**src/rtl/da_rom_seq_if.sv**
```systemverilog
// Bus bundle for the DA ROM sequencer: sample handshake, ROM port and result handshake.
// The sequencer takes the slave view; the sample source, ROM and result sink take the master view.
interface da_rom_seq_if #(
   parameter int DW    = 8,
   parameter int ROM_W = 16,
   parameter int ACC_W = ROM_W + DW
);
   logic             in_valid;
   logic             in_ready;
   logic [DW-1:0]    x0;
   logic [DW-1:0]    x1;
   logic [DW-1:0]    x2;
   logic             rom_cs;
   logic [2:0]       rom_addr;
   logic [ROM_W-1:0] rom_data;
   logic             out_valid;
   logic             out_ready;
   logic [ACC_W-1:0] result;

   modport master (
      output in_valid, x0, x1, x2, rom_data, out_ready,
      input  in_ready, rom_cs, rom_addr, out_valid, result
   );

   modport slave (
      input  in_valid, x0, x1, x2, rom_data, out_ready,
      output in_ready, rom_cs, rom_addr, out_valid, result
   );
endinterface

```
**src/rtl/da_rom_seq.sv**
```systemverilog
// Bit-serial distributed-arithmetic sequencer: walks the bit-planes of a sample triple LSB first
// through a 3-input coefficient ROM and shift-accumulates the partial sums into one DCT term.
//
// state  | meaning
// IDLE   | waiting for a sample triple, in_ready high once reset release has synchronised
// RUN    | DW cycles, one bit-plane per cycle, ROM selected, accumulator updating
// DONE   | result presented with out_valid until out_ready is sampled high
module da_rom_seq #(
   parameter int DW    = 8,
   parameter int ROM_W = 16,
   parameter int ACC_W = ROM_W + DW
) (
   input logic        clk,
   input logic        rst_n,
   da_rom_seq_if.slave bus
);

   localparam int KW = (DW > 1) ? $clog2(DW) : 1;

   localparam logic [1:0] S_IDLE = 2'd0;
   localparam logic [1:0] S_RUN  = 2'd1;
   localparam logic [1:0] S_DONE = 2'd2;

   logic             r_rst_meta;
   logic             r_rst_sync;
   logic [1:0]       r_state;
   logic [DW-1:0]    r_sh0;
   logic [DW-1:0]    r_sh1;
   logic [DW-1:0]    r_sh2;
   logic [KW-1:0]    r_k;
   logic [ACC_W-1:0] r_acc;
   logic [ACC_W-1:0] r_result;
   logic             r_out_valid;
   logic             r_rom_cs;
   logic [2:0]       r_rom_addr;

   logic             w_in_ready;
   logic             w_accept;
   logic             w_last;
   logic [ACC_W-1:0] w_rom_sext;
   logic [ACC_W-1:0] w_term;
   logic [ACC_W-1:0] w_acc_next;

   // Two-stage release so in_ready lines up with the ROM's own reset release.
   always_ff @(posedge clk or negedge rst_n) begin
      if (!rst_n) begin
         r_rst_meta <= 1'b0;
         r_rst_sync <= 1'b0;
      end else begin
         r_rst_meta <= 1'b1;
         r_rst_sync <= r_rst_meta;
      end
   end

   assign w_in_ready = (r_state == S_IDLE) && r_rst_sync;
   assign w_accept   = bus.in_valid && w_in_ready;
   assign w_last     = (r_k == KW'(DW - 1));

   assign w_rom_sext = {{(ACC_W - ROM_W){bus.rom_data[ROM_W-1]}}, bus.rom_data};
   assign w_term     = w_rom_sext << r_k;
   // The MSB plane carries negative weight in two's complement.
   assign w_acc_next = w_last ? (r_acc - w_term) : (r_acc + w_term);

   always_ff @(posedge clk or negedge rst_n) begin
      if (!rst_n) begin
         r_state     <= S_IDLE;
         r_sh0       <= '0;
         r_sh1       <= '0;
         r_sh2       <= '0;
         r_k         <= '0;
         r_acc       <= '0;
         r_result    <= '0;
         r_out_valid <= 1'b0;
         r_rom_cs    <= 1'b0;
         r_rom_addr  <= 3'b000;
      end else begin
         case (r_state)
            S_IDLE: begin
               if (w_accept) begin
                  r_sh0      <= bus.x0;
                  r_sh1      <= bus.x1;
                  r_sh2      <= bus.x2;
                  r_acc      <= '0;
                  r_k        <= '0;
                  r_rom_cs   <= 1'b1;
                  r_rom_addr <= {bus.x0[0], bus.x1[0], bus.x2[0]};
                  r_state    <= S_RUN;
               end
            end
            S_RUN: begin
               r_sh0      <= r_sh0 >> 1;
               r_sh1      <= r_sh1 >> 1;
               r_sh2      <= r_sh2 >> 1;
               r_acc      <= w_acc_next;
               r_k        <= r_k + KW'(1);
               // Address is registered one plane ahead so the ROM sees a glitch-free bus.
               r_rom_addr <= {r_sh0[1], r_sh1[1], r_sh2[1]};
               if (w_last) begin
                  r_k         <= '0;
                  r_result    <= w_acc_next;
                  r_out_valid <= 1'b1;
                  r_rom_cs    <= 1'b0;
                  r_rom_addr  <= 3'b000;
                  r_state     <= S_DONE;
               end
            end
            S_DONE: begin
               if (bus.out_ready) begin
                  r_out_valid <= 1'b0;
                  r_state     <= S_IDLE;
               end
            end
            default: begin
               r_out_valid <= 1'b0;
               r_rom_cs    <= 1'b0;
               r_rom_addr  <= 3'b000;
               r_state     <= S_IDLE;
            end
         endcase
      end
   end

   assign bus.in_ready  = w_in_ready;
   assign bus.rom_cs    = r_rom_cs;
   assign bus.rom_addr  = r_rom_addr;
   assign bus.out_valid = r_out_valid;
   assign bus.result    = r_result;

endmodule

```
**src/flat_wrapper.sv**
```systemverilog
// flat-port wrapper written by rule: the top's interface ports become plain ports
module da_rom_seq_flat 
#(
   parameter int DW    = 8,
   parameter int ROM_W = 16,
   parameter int ACC_W = ROM_W + DW
)
  (clk, rst_n, bus_in_valid, bus_x0, bus_x1, bus_x2, bus_rom_data, bus_out_ready, bus_in_ready, bus_rom_cs, bus_rom_addr, bus_out_valid, bus_result);
  da_rom_seq_if #(.DW(DW), .ROM_W(ROM_W), .ACC_W(ACC_W)) bus_i ();
  input logic clk;
  input logic rst_n;
  input wire logic [$bits(bus_i.in_valid)-1:0] bus_in_valid;
  input wire logic [$bits(bus_i.x0)-1:0] bus_x0;
  input wire logic [$bits(bus_i.x1)-1:0] bus_x1;
  input wire logic [$bits(bus_i.x2)-1:0] bus_x2;
  input wire logic [$bits(bus_i.rom_data)-1:0] bus_rom_data;
  input wire logic [$bits(bus_i.out_ready)-1:0] bus_out_ready;
  output wire logic [$bits(bus_i.in_ready)-1:0] bus_in_ready;
  output wire logic [$bits(bus_i.rom_cs)-1:0] bus_rom_cs;
  output wire logic [$bits(bus_i.rom_addr)-1:0] bus_rom_addr;
  output wire logic [$bits(bus_i.out_valid)-1:0] bus_out_valid;
  output wire logic [$bits(bus_i.result)-1:0] bus_result;
  assign bus_i.in_valid = bus_in_valid;
  assign bus_i.x0 = bus_x0;
  assign bus_i.x1 = bus_x1;
  assign bus_i.x2 = bus_x2;
  assign bus_i.rom_data = bus_rom_data;
  assign bus_i.out_ready = bus_out_ready;
  assign bus_in_ready = bus_i.in_ready;
  assign bus_rom_cs = bus_i.rom_cs;
  assign bus_rom_addr = bus_i.rom_addr;
  assign bus_out_valid = bus_i.out_valid;
  assign bus_result = bus_i.result;
  da_rom_seq #(.DW(DW), .ROM_W(ROM_W), .ACC_W(ACC_W)) u_core (.clk(clk), .rst_n(rst_n), .bus(bus_i));
endmodule
```
**config.mk**
```make
export PLATFORM = sky130hd
export DESIGN_NAME = da_rom_seq_flat
export DESIGN_NICKNAME = d
export VERILOG_FILES = /design/src/rtl/da_rom_seq_if.sv /design/src/rtl/da_rom_seq.sv /design/src/flat_wrapper.sv
export SDC_FILE = /design/constraint.sdc
export NUM_CORES = 1
export LEC_CHECK = 0
export ABC_AREA = 1
export CAP_MARGIN = 10
export CORE_MARGIN = 5
export CORE_UTILIZATION = 59
export DETAILED_ROUTE_END_ITERATION = 10
export GPL_TIMING_DRIVEN = 0
export PLACE_DENSITY = 0.86
export SYNTH_ARGS = -nofsm -noshare
export SYNTH_HDL_FRONTEND = slang
export SYNTH_SLANG_ARGS = --single-unit
```
**constraint.sdc**
```tcl
create_clock -name clk -period 7.6 [get_ports clk]
set_input_delay 1.14 -clock clk [delete_from_list [all_inputs] [get_ports clk]]
set_output_delay 1.14 -clock clk [all_outputs]
set_load 0.02 [all_outputs]
```
# Word-level counts from Yosys, hierarchy flattened
# Cells that the tools add are included.
# word_totals
ff_bits	84
inputBits	44
out_inout_bits	30
wordCells	59
# op_classes
n_addsub	3
n_eq_ne	6
shift	1
muxes	25
n_bitwise	2
reduce_logical	10
# ops
op	n
24-bit 2-to-1 mux	2
24-bit one-hot mux with 2 select lines	1
8-bit one-hot mux with 2 select lines	3
24-bit adder	1
8-bit 2-to-1 mux	3
24-bit by 3-bit left shift with 24-bit output	1
24-bit subtractor	1
3-bit 2-to-1 mux	4
3-bit one-hot mux with 3 select lines	1
3-bit AND reduction	3
2-bit 2-to-1 mux	3
1-bit one-hot mux with 3 select lines	2
2-bit one-hot mux with 3 select lines	1
3-bit one-hot mux with 2 select lines	1
2-bit AND reduction	3
1-bit 2-to-1 mux	4
2-bit by 1-bit inequality test with 1-bit output, second input constant	2
3-bit by 1-bit adder with 3-bit output, second input constant	1
3-bit == test, second input constant	1
2-bit by 1-bit == test with 1-bit output, second input constant	1
2-bit == test, second input constant	1
1-bit logical AND	2
2-bit zero test	1
2-bit inequality test, second input constant	1
2 further kinds	3

# Depth between registers and ports, before layout
# logic_depth
word_depth	5
depth_mapped	26
depth_no_buf	25

# Worst setup path before layout
# Ideal clock, no wire load.
# synth_path
kind	input -> register
start	input port bus_rom_data[0]
end	register u_core.r_result[21], in the netlist u_core.bus.result[21]
setup_time_ns	0.117
t_arrival_ns	3.723
required_time_ns	7.483
setup_slack_ns	3.760
cell_stages	19
path_buffers	0
path_cell_list	nand2_1 nand2_1 nand3_1 ha_1 nand3_1 nor2_2 inv_1 nor3_2 or2_4 xnor2_1 ha_1 a21oi_1 o21ai_0 a21oi_1 nand3_1 a31o_2 or2_2 nand3_1 nand2_1
# synth_via
elab_chain_len	3
elab_cells_between_ends	4
classes_between	2 x add/sub; 1 x shift; 1 x mux
# synth_rtl
item	line_no	source
start, declared	flat_wrapper.sv:16	input wire logic [$bits(bus_i.rom_data)-1:0] bus_rom_data;
24-bit by 3-bit left shift with 24-bit output (*)	da_rom_seq.sv:60	assign w_term = w_rom_sext << r_k;
24-bit adder / 24-bit subtractor (equally long branches)	da_rom_seq.sv:62	assign w_acc_next = w_last ? (r_acc - w_term) : (r_acc + w_term);
24-bit 2-to-1 mux (*)	da_rom_seq.sv:62	
end signal, assigned	da_rom_seq.sv:100	r_result <= w_acc_next;
end, declared	da_rom_seq.sv:32	logic [ACC_W-1:0] r_result;
# Every way passes the cells marked *; elsewhere a longest branch is shown, timed or not.
# A chain may end at the register's enable or synchronous reset.

# Worst setup path in the final report
# Ends and elaborated chain as after synthesis.

==> impl_metrics.yaml <==
floorplan:
  design.core.area_sq_um: 9639
  die-area_sq_um: 11840
  top_level_ports: 74
  die_w_um: 108.8
  start_util: 0.5977
  row_count: 36
  die_h_um: 108.8
yosys:
  syn_inst: 801
  synth_fa_ha_area_frac: 0.06211
  syn_avg_cell_area_sq_um: 7.193
  synth-edff-count: 0
  synth_area_leaders: "dfrtp_1, nand2_1, o21ai_0, nand3_1, ha_1"
  synth-compound-area-share: 0.1370
  synth_seq_area_share: 0.3518
  synth_most_common_cell: "nand2_1"
  synth_fp_nets: 873
  synth_top_cell_by_area: "dfrtp_1"
  synth_top_family_by_area: "simple AND/OR/NAND/NOR gates"
  yosys.cell_types.count: 49
  mappedNetlistArea_sq_um: 5762
  synth_seq_cells: 81
  synthSimpleGateAreaFrac: 0.3220
  ys_warn_count: 0
  synthArstFlopShare: 1.000
  synth_xor_area_frac: 0.05168
  yosys-top-cells-count: "nand2_1, dfrtp_1, o21ai_0"
  synth_top_area_frac: 0.3518
  synth_ff_type: "dfrtp_1"
  synth_mux_area_frac: 0
place:
  gp_congestion: 0.9392
  io_buffers: 73
  dp_hpwl_um: 12090
route:
  vias: 5679
  first_pass_iters: 5
  postRouteAntennaNets: 0
  drc: 0
  initialDrtViolationCount: 371
  routed_wl_um: 15160
  vias_per_cell: 5.546
  wl_per_cell_um: 14.80
sta:
  post-route-period-util: 0.5985
  finalSetupTns_ns: 0
  skew_ns: 0.009876
  hold_violations: 0
  min_period_ns: 4.549
  slew_headroom: 0.5866
  drv_slew: 0
  setup_viol: 0
  rsz0062_at_grt: "no"
  clock.fmax_mhz: 219.8
  tightest_slew_ns: 0.6188
grt:
  grtUsageMet1: 0.3400
  antenna_found_initial: 0
  grt_busiest_layer: "met2"
  grt_max_degree: 68
  grt.total_usage: 0.2730
  grt_pass1_vias: 5628
  grt-ovfl-total: 0
  grt_use_met2: 0.4700
  grt_pass1_wl_um: 25750
  grt_use_met3: 0.03908
job:
  max_cap_viol_count: 0
outcome:
  status: "finished, final reports clean"
clocking:
  clkTransAtPathRegs_ns: 0.09
  clk_latency_ns: 0.36
  post-cts-setup-buffers: 0
  numCtsBuffers: 9
  cts_max_path_buffers: 2
  cts_max_level: 3
  cts_resized: 0
  cts_root_buffer: "clkbuf_8"
  hold_buffers: 0
  numClockSinks: 81
  cts_tree: "built"
layout:
  area_delta_synth_final_pct: 19.80
  fin_nets: 958
  diodes: 0
  drive_above_1_share: 0.08979
critical_path:
  crit_path_max_incr_delay_ns: 0.48
  worstPathArrival_ns: 4.80
  cp-end-kind: "flip-flop"
  cp.required_ns: 7.85
  critPathSlowestCell: "clkdlybuf4s50_1"
  cp_cell_sequence: "clkdlybuf4s50_1, nand2_1, nand2_1, nand3_1, ha_1, nand3_1, nor2_2, inv_1, nor3_2, or2_4, xnor2_1, ha_1, a21oi_1, o21ai_0, a21oi_1, nand3_1, a31o_2, or2_2, nand3_1, nand2_1"
  cp_max_fo: 5
  critical_path_class: "input pin to flip-flop"
  cpMostUsedCell: "nand3_1"
  start_kind: "input pin"
worst_hold_path:
  min_path_type: "flip-flop to flip-flop"
-- flip-flops by register name (all words and copies together) (netlist names) --
name                  count
u_core.bus.out_valid      1
u_core.bus.result        24
u_core.bus.rom_addr       3
u_core.bus.rom_cs         1
u_core.r_acc             24
u_core.r_k                3
u_core.r_rst_meta         1
u_core.r_rst_sync         1
u_core.r_sh0              7
u_core.r_sh1              7
u_core.r_sh2              7
u_core.r_state            2
-- cell families after synthesis --
logic type / Yosys count
AND/OR/NAND/NOR: 419
XOR/XNOR: 34
adder cells (fa/ha/maj): 28
AO/OA/AOI/OAI: 137
buffers and inverters: 101
flip-flops: 81
other: 1
-- placed cells by master (no fill, tap or decap), types with 7 or more instances in the layout --
master           Yosys  routed
nand2_1            257     257
dfrtp_1             81      81
clkdlybuf4s50_1      0      72
o21ai_0             70      70
nand3_1             68      68
inv_1               65      65
nor2_1              29      29
ha_1                27      27
nand2_2             24      24
a21oi_1             23      23
xnor2_1             20      20
clkbuf_1            15      15
o211ai_1            15      15
xor2_1              14      14
clkbuf_8             0       9
nand4_1              7       7
-- worst paths after layout --
check / startpoint / end / slack (ns) / cells after the start
setup reg to reg: u_core.r_k[1]$_DFFE_PN0P_ / u_core.bus.result[21]$_DFFE_PN0P_ / 3.69 / 20
setup / recovery: bus_rom_data[0] / u_core.bus.result[21]$_DFFE_PN0P_ / 3.05 / 20
max in group asynchronous: rst_n / u_core.r_sh2[5]$_DFFE_PN0P_ / 6.36 / 2
min in group asynchronous: rst_n / u_core.r_k[1]$_DFFE_PN0P_ / 0.63 / 1
hold reg to reg: u_core.r_rst_meta$_DFF_PN0_ / u_core.r_rst_sync$_DFF_PN0_ / 0.36 / 0
hold / removal: u_core.r_rst_meta$_DFF_PN0_ / u_core.r_rst_sync$_DFF_PN0_ / 0.36 / 0
-- worst max-delay path: cells and delay by family --
family / cells / cell delay [ns]
adders and majority gates: 2 / 0.58
xor gates and xnor gates: 1 / 0.25
and+or+nand+nor: 11 / 1.46
AOI/OAI and AO/OA: 4 / 0.77
buffers and inverters: 2 / 0.57
-- metrics by stage --
step                      hold WS, ns  setup slack (ns)  cell area [sq um]    util  instances
after floorplan                0.3312             3.760               5762       -        801
after global placement         0.3358             2.561               6659  0.6908       1007
after detailed placement       0.3420             2.736               6684  0.6934       1008
after CTS                      0.3613             3.114               6903  0.7161       1024
after global routing           0.3729             2.696               6903  0.7161       1024
final                          0.3609             3.051               6903  0.7161       1024
-- layer usage --
layer	up-vias	wire length, um
met4	0	494
met3	37	845
li1	2807	-
met1	2635	6411
met5	-	0
met2	200	7403
-- cell type report --
class	instances	area (sq um)
fillers	827	2736
flip-flops and latches	81	2027
repair buffers	74	755.7
multi-input cells	619	3304
plain buffers	28	151.4
clock buffers	9	123.9
inverters	73	279.0
clock inverters	7	95.09
well taps	133	166.4
Power is left out: the tool's default activity adds up to more than one toggle a clock period on the data nets, which glitch-free logic cannot reach.
